$ cat config.mk
export PLATFORM = sky130hd
export DESIGN_NAME = alu_share_arbiter
export DESIGN_NICKNAME = d
export VERILOG_FILES = /design/src/rtl/alu_share_arbiter.sv
export SDC_FILE = /design/constraint.sdc
export NUM_CORES = 1
export LEC_CHECK = 0
export ABC_AREA = 1
export ABC_CLOCK_PERIOD_IN_PS = 3500
export CORE_AREA = 4 4 146 148
export CTS_CLUSTER_SIZE = 10
export DETAILED_ROUTE_END_ITERATION = 8
export DIE_AREA = 0 0 150 152
export GPL_ROUTABILITY_DRIVEN = 0
export PLACE_DENSITY = 0.5
export RECOVER_POWER = 25
export SKIP_LAST_GASP = 1
export SLEW_MARGIN = 20
export SYNTH_ARGS = -nofsm -noshare
export SYNTH_HDL_FRONTEND = slang
export SYNTH_SLANG_ARGS = --single-unit
$ cat constraint.sdc
create_clock -name clk -period 3.5 [get_ports clk]
set_input_delay 1.05 -clock clk [delete_from_list [all_inputs] [get_ports clk]]
set_output_delay 1.05 -clock clk [all_outputs]
set_load 0.02 [all_outputs]
$ cat src/rtl/alu_share_arbiter.sv
// Round-robin arbiter sharing one combinational integer ALU between the execute
// stage (requester 0) and the branch/address-compare path (requester 1).
module alu_share_arbiter #(
    parameter int unsigned DATA_WIDTH     = 32,
    parameter int unsigned ALU_CTRL_WIDTH = 4
) (
    input  logic                      clk,
    input  logic                      rst,
    input  logic                      flush,

    input  logic                      req0_valid,
    output logic                      req0_ready,
    input  logic [DATA_WIDTH-1:0]     req0_src_a,
    input  logic [DATA_WIDTH-1:0]     req0_src_b,
    input  logic [ALU_CTRL_WIDTH-1:0] req0_ctrl,
    input  logic [DATA_WIDTH-1:0]     req0_pc,

    input  logic                      req1_valid,
    output logic                      req1_ready,
    input  logic [DATA_WIDTH-1:0]     req1_src_a,
    input  logic [DATA_WIDTH-1:0]     req1_src_b,
    input  logic [ALU_CTRL_WIDTH-1:0] req1_ctrl,
    input  logic [DATA_WIDTH-1:0]     req1_pc,

    output logic [DATA_WIDTH-1:0]     alu_src_a,
    output logic [DATA_WIDTH-1:0]     alu_src_b,
    output logic [ALU_CTRL_WIDTH-1:0] alu_ctrl,
    output logic [DATA_WIDTH-1:0]     alu_pc,
    input  logic [DATA_WIDTH-1:0]     alu_result,
    input  logic                      alu_zero,
    input  logic                      alu_n,
    input  logic                      alu_c,
    input  logic                      alu_v,

    output logic [1:0]                rsp_valid,
    input  logic [1:0]                rsp_ready,
    output logic [DATA_WIDTH-1:0]     rsp_result,
    output logic                      rsp_zero,
    output logic                      rsp_n,
    output logic                      rsp_c,
    output logic                      rsp_v
);

    typedef enum logic {
        IDLE = 1'b0,
        RESP = 1'b1
    } state_t;

    state_t                  state, state_nxt;
    logic                    last_grant, last_grant_nxt;
    logic [1:0]              rsp_valid_nxt;
    logic [DATA_WIDTH-1:0]   rsp_result_nxt;
    logic                    rsp_zero_nxt, rsp_n_nxt, rsp_c_nxt, rsp_v_nxt;

    logic                    rsp_hs;
    logic                    issue_ok;
    logic                    grant_any;
    logic                    grant_sel;

    assign rsp_hs    = |(rsp_valid & rsp_ready);
    assign issue_ok  = !rst && !flush && ((state == IDLE) || rsp_hs);
    assign grant_any = req0_valid || req1_valid;
    // On contention the requester not granted last time wins.
    assign grant_sel = (req0_valid && req1_valid) ? ~last_grant : req1_valid;

    // Next-state, grant and ALU-port steering.
    always_comb begin
        state_nxt      = state;
        last_grant_nxt = last_grant;
        rsp_valid_nxt  = rsp_valid;
        rsp_result_nxt = rsp_result;
        rsp_zero_nxt   = rsp_zero;
        rsp_n_nxt      = rsp_n;
        rsp_c_nxt      = rsp_c;
        rsp_v_nxt      = rsp_v;
        req0_ready     = 1'b0;
        req1_ready     = 1'b0;
        alu_src_a      = '0;
        alu_src_b      = '0;
        alu_ctrl       = '0;
        alu_pc         = '0;

        if (issue_ok && grant_any) begin
            if (grant_sel) begin
                req1_ready    = 1'b1;
                alu_src_a     = req1_src_a;
                alu_src_b     = req1_src_b;
                alu_ctrl      = req1_ctrl;
                alu_pc        = req1_pc;
                rsp_valid_nxt = 2'b10;
            end else begin
                req0_ready    = 1'b1;
                alu_src_a     = req0_src_a;
                alu_src_b     = req0_src_b;
                alu_ctrl      = req0_ctrl;
                alu_pc        = req0_pc;
                rsp_valid_nxt = 2'b01;
            end
            last_grant_nxt = grant_sel;
            rsp_result_nxt = alu_result;
            rsp_zero_nxt   = alu_zero;
            rsp_n_nxt      = alu_n;
            rsp_c_nxt      = alu_c;
            rsp_v_nxt      = alu_v;
            state_nxt      = RESP;
        end else if (flush || rsp_hs) begin
            rsp_valid_nxt = 2'b00;
            state_nxt     = IDLE;
        end
    end

    // State and response registers.
    always_ff @(posedge clk) begin
        if (rst) begin
            state      <= IDLE;
            last_grant <= 1'b1;
            rsp_valid  <= 2'b00;
            rsp_result <= '0;
            rsp_zero   <= 1'b0;
            rsp_n      <= 1'b0;
            rsp_c      <= 1'b0;
            rsp_v      <= 1'b0;
        end else begin
            state      <= state_nxt;
            last_grant <= last_grant_nxt;
            rsp_valid  <= rsp_valid_nxt;
            rsp_result <= rsp_result_nxt;
            rsp_zero   <= rsp_zero_nxt;
            rsp_n      <= rsp_n_nxt;
            rsp_c      <= rsp_c_nxt;
            rsp_v      <= rsp_v_nxt;
        end
    end

endmodule

# Yosys cells after proc, flatten, opt, wreduce, memory -nomap -nowiden
# Cells that the tools add are included.
# word_totals
elab_cells	40
latch_bits	0
ram_bits	0
in_bits	243
mem_count	0
ff_bits	40
rom_bits	0
# classes
reduce_logical	11
multipliers	0
n_bitwise	3
n_eq_ne	0
div_mod_pow	0
shifts	0
muxes	18
add_sub_neg	0
order_cmp	0
# op_table
op	count
$mux 32	6
$mux 4	2
$mux 1	7
$mux 2	3
$logic_and 1x1->1	4
$logic_or 1x1->1	3
$and 2x2->2	1
$logic_not 1->1	2
$not 1->1	2
$reduce_bool 2->1	1
$reduce_or 2->1	1

# Logic depth before layout (Yosys ltp)
# logic_depth
depth_word	6
ltp_mapped	9

# Least setup slack after synthesis
# OpenSTA, ideal clock, no wires.
# synth_path
path_kind	input -> output
startpoint	in rst
endpoint	out alu_ctrl[0]
path_stages	9
t_required_ns	2.450
t_arrival_ns	1.915
setup_slack_ns	0.535
path_cell_list	inv_2 nand2_2 nor2_4 nand3_1 inv_2 buf_6 buf_6 nand2_1 nand2_1
# synth_between
elab_chain_len	5
# synth_lines
item	line_no	text
from (decl)	8	input logic rst,
$logic_not 1->1	61	assign issue_ok = !rst && !flush && ((state == IDLE) || rsp_hs);
$logic_and 1x1->1 (2 in series)	61	
$logic_and 1x1->1	83	if (issue_ok && grant_any) begin
$mux 4	83	
to (decl)	27	output logic [ALU_CTRL_WIDTH-1:0] alu_ctrl,
# Every way passes these cells.

# Final worst setup path
# Ends and elaborated chain as after synthesis.

==> flow_results.xml <==
<?xml version="1.0" encoding="UTF-8"?>
<metrics>
  <group name="place">
    <metric name="place_worst_setup_slack" unit="ns">-0.697</metric>
    <metric name="port_buffers" unit="">382</metric>
    <metric name="dp_hpwl" unit="um">15600</metric>
  </group>
  <group name="cts">
    <metric name="clk_root_buffer_cell" unit="">sky130_fd_sc_hd__clkbuf_16</metric>
    <metric name="max-clock-path-buffers" unit="">2</metric>
    <metric name="cts.hold.buffers_added" unit="">0</metric>
    <metric name="cts_buffers" unit="">5</metric>
    <metric name="clock_edge_transition_at_the_registers_on_the_reported_setup_and_hold_paths" unit="ns">0.06</metric>
    <metric name="clock_sinks" unit="">40</metric>
    <metric name="cts_tree" unit="">yes</metric>
    <metric name="h_tree_level_count" unit="">2</metric>
    <metric name="clkLatencyLatePin" unit="ns">0.28</metric>
  </group>
  <group name="min_path">
    <metric name="startpoint_of_the_lowest_slack_hold_path" unit="">rsp_result[15]$_SDFFE_PP0P_</metric>
    <metric name="min-delay-path-class" unit="">reg -&gt; reg</metric>
  </group>
  <group name="drt">
    <metric name="vias_per_cell" unit="">3.80</metric>
    <metric name="route.detailed.drc" unit="">0</metric>
    <metric name="drtPass1Iterations" unit="">4</metric>
    <metric name="drt.antenna.violating_nets" unit="">0</metric>
    <metric name="drtIter0Drc" unit="">77</metric>
    <metric name="route.detailed.wl_per_inst" unit="um">16.4</metric>
    <metric name="dr_total_vias" unit="">4461</metric>
    <metric name="finalWirelength" unit="um">19200</metric>
  </group>
  <group name="global_route">
    <metric name="pin_count_of_the_biggest_net_entering_global_routing" unit="">39</metric>
    <metric name="grt_pass1_wl" unit="um">27200</metric>
    <metric name="grt_remaining_overflow" unit="">0</metric>
    <metric name="antenna_violations_before_repair" unit="">2</metric>
    <metric name="grt_pass1_vias" unit="">4528</metric>
    <metric name="globalRouteTotalUtil" unit="%">15.4</metric>
  </group>
  <group name="sta">
    <metric name="grt_setup_unrepaired" unit="">true</metric>
    <metric name="setup_slack" unit="ns">-0.0105</metric>
    <metric name="fin_crit" unit="ns">3.51</metric>
    <metric name="final_hold_viol_count" unit="">0</metric>
    <metric name="achievable-frequency" unit="GHz">0.285</metric>
    <metric name="slew_violations" unit="">0</metric>
    <metric name="clock_skew" unit="ns">0.00303</metric>
    <metric name="final_layout_setup_total_negative_slack" unit="ns">-0.0105</metric>
    <metric name="setup_violations" unit="">1</metric>
    <metric name="slew_headroom" unit="%">56.6</metric>
    <metric name="tightest_slew" unit="ns">0.650</metric>
    <metric name="min_period_over_period" unit="%">100</metric>
  </group>
  <group name="critical_path">
    <metric name="worstSetupPathType" unit="">in -&gt; out</metric>
    <metric name="setup.worst_path.start_class" unit="">input port</metric>
    <metric name="critPathLaunch" unit="">rst</metric>
    <metric name="worst_setup_path_end_kind" unit="">primary output</metric>
    <metric name="worst-endpoint-required" unit="ns">2.45</metric>
    <metric name="r2r_slack" unit="ns">1.53</metric>
    <metric name="r2r-start" unit="">rsp_valid[1]$_SDFFE_PP0P_</metric>
    <metric name="critical_path_peak_fanout" unit="">7</metric>
    <metric name="worst-endpoint-arrival" unit="ns">2.46</metric>
  </group>
  <group name="logic_synthesis">
    <metric name="synth_seq_area_share" unit="%">28.6</metric>
    <metric name="synthesis.nets" unit="">751</metric>
    <metric name="synth.cell_area" unit="um2">2800</metric>
    <metric name="yosys_warnings" unit="">0</metric>
    <metric name="synthesis.instances" unit="">508</metric>
    <metric name="synth-seq-cells" unit="">40</metric>
    <metric name="synth_cell_type_count" unit="">17</metric>
    <metric name="syn-mean-instance-area" unit="um2">5.51</metric>
  </group>
  <group name="job">
    <metric name="cap_violations" unit="">0</metric>
  </group>
  <group name="floorplanning">
    <metric name="initial_utilization" unit="%">14.0</metric>
    <metric name="die_area" unit="um2">22800</metric>
    <metric name="placement_rows" unit="">52</metric>
    <metric name="top_level_ports" unit="">383</metric>
    <metric name="core_area" unit="um2">20000</metric>
    <metric name="die_w" unit="um">150</metric>
    <metric name="dieHeight" unit="um">152</metric>
  </group>
  <group name="outcome">
    <metric name="outcome" unit="">finished, violations left</metric>
    <metric name="failed_checks" unit="">negative setup slack</metric>
  </group>
  <group name="power">
    <metric name="power.leakage" unit="uW">0.00346</metric>
    <metric name="powerDensity" unit="nW/um2">234</metric>
    <metric name="peakVddDrop" unit="mV">0.342</metric>
  </group>
  <group name="finish">
    <metric name="area_delta_synth_final" unit="%">151</metric>
    <metric name="final_net_count" unit="">1146</metric>
    <metric name="drive_above_1_share" unit="%">17.8</metric>
  </group>
</metrics>
[metrics by stage]
stage          instance area [um2]  utilization [%]  cells  total power [uW]  hold WS (ns)
6_report                      7020             35.1   1174              1640         0.475
5_1_grt                       7020             35.1   1174              1740         0.501
3_3_place_gp                  6960             34.7   1151              1240         0.455
4_1_cts                       7270             36.3   1169              1690         0.487
3_5_place_dp                  6960             34.7   1151              1240         0.468
2_1_floorplan                 2800                -    508               764         0.429
[cell type report]
class,instances,area (um2)
Tap cell,270,338
Multi-Input combinational cell,429,1740
Timing Repair Buffer,421,3970
Inverter,6,42.5
Sequential cell,40,801
Antenna cell,1,2.50
Fill cell,2308,13000
Clock inverter,1,5.00
Clock buffer,6,129
[worst max-delay path, stage by stage]
cell and delay (ns):
sky130_fd_sc_hd__dlygate4sd2_1 0.26, sky130_fd_sc_hd__inv_2 0.07, sky130_fd_sc_hd__nand2_2 0.06, sky130_fd_sc_hd__nor2_4 0.16
sky130_fd_sc_hd__nand3_4 0.13, sky130_fd_sc_hd__inv_8 0.11, sky130_fd_sc_hd__buf_12 0.15, sky130_fd_sc_hd__buf_12 0.11
sky130_fd_sc_hd__nand2_1 0.04, sky130_fd_sc_hd__nand2_1 0.05, sky130_fd_sc_hd__clkdlybuf4s15_2 0.26
[state kept, by name, summed over array words and instances, names as in the netlist]
signal,count
rsp_zero,1
rsp_n,1
state,1
rsp_result,32
rsp_v,1
rsp_valid,2
rsp_c,1
last_grant,1
[cells in the mapped netlist, drive strengths merged]
| cell | instances | area (um2) |
|---|---|---|
| a21oi | 2 | 10.0 |
| buf | 27 | 268 |
| clkbuf | 6 | 23.8 |
| dfxtp | 40 | 801 |
| inv | 6 | 22.5 |
| nand2 | 309 | 1160 |
| nand3 | 7 | 40.0 |
| nor2 | 75 | 289 |
| o21ai | 36 | 180 |
[cells by family (layout without fill, tap and decap cells)]
logic type,Yosys count,after routing,share of synthesized area (%)
AOI/OAI and AO/OA,38,38,6.79
other,0,1,0
DFF,40,40,28.6
and+or+nand+nor,391,391,53.4
buffers and inverters,39,434,11.2
[layer usage]
metal  global-route usage [%]  part of all wire [%]  vias to the layer above
met3                     5.18                    10                       16
met4                     2.75                   1.0                        2
met5                        0                 0.068                        -
met2                     30.0                    52                      208
met1                     15.8                    36                     1904
li1                         -                     -                     2331
[path summary, 6_finish.rpt]
| path | endpoint | cells after the start |
|---|---|---|
| setup reg to reg | rsp_result[13]$_SDFFE_PP0P_ | 8 |
| hold / removal | rsp_result[15]$_SDFFE_PP0P_ | 2 |
| setup / recovery | alu_ctrl[0] | 11 |
| hold reg to reg | rsp_result[15]$_SDFFE_PP0P_ | 2 |
[cells in the final DEF (no fill, tap or decap), types with 2 or more instances in the layout]
cell type | netlist | final
sky130_fd_sc_hd__clkdlybuf4s50_1 | 0 | 238
sky130_fd_sc_hd__o21ai_0 | 33 | 33
sky130_fd_sc_hd__nand2_1 | 307 | 303
sky130_fd_sc_hd__nand3_1 | 6 | 4
sky130_fd_sc_hd__o21ai_1 | 3 | 3
sky130_fd_sc_hd__a21oi_1 | 2 | 2
sky130_fd_sc_hd__clkdlybuf4s15_2 | 0 | 9
sky130_fd_sc_hd__dlygate4sd2_1 | 0 | 7
sky130_fd_sc_hd__clkbuf_16 | 0 | 7
sky130_fd_sc_hd__dlygate4sd3_1 | 0 | 36
sky130_fd_sc_hd__dfxtp_1 | 40 | 40
sky130_fd_sc_hd__nand2_2 | 2 | 5
sky130_fd_sc_hd__nor2_1 | 74 | 73
sky130_fd_sc_hd__buf_12 | 0 | 12
sky130_fd_sc_hd__nand3_4 | 0 | 3
sky130_fd_sc_hd__buf_6 | 20 | 7
sky130_fd_sc_hd__inv_2 | 4 | 3
sky130_fd_sc_hd__buf_4 | 3 | 39
sky130_fd_sc_hd__buf_2 | 4 | 66
sky130_fd_sc_hd__nor2_4 | 1 | 2
[report_power, final]
group          switching (uW)  leakage [uW]  internal [uW]  total (uW)
clock network             176     0.0000667            259         435
registers                15.1      0.000328            486         501
logic                     304       0.00306            402         707
total                     496       0.00346           1150        1640
[timing repair]
item | 4_1_cts | 5_1_grt
cloned | 3 | 2
pin swaps | 5 | 5
gates resized for setup | 363 | 98
setup endpoints to repair | 102 | 96
buffers inserted | 8 | 5
No activity file was read; power rests on OpenSTA's default activity.
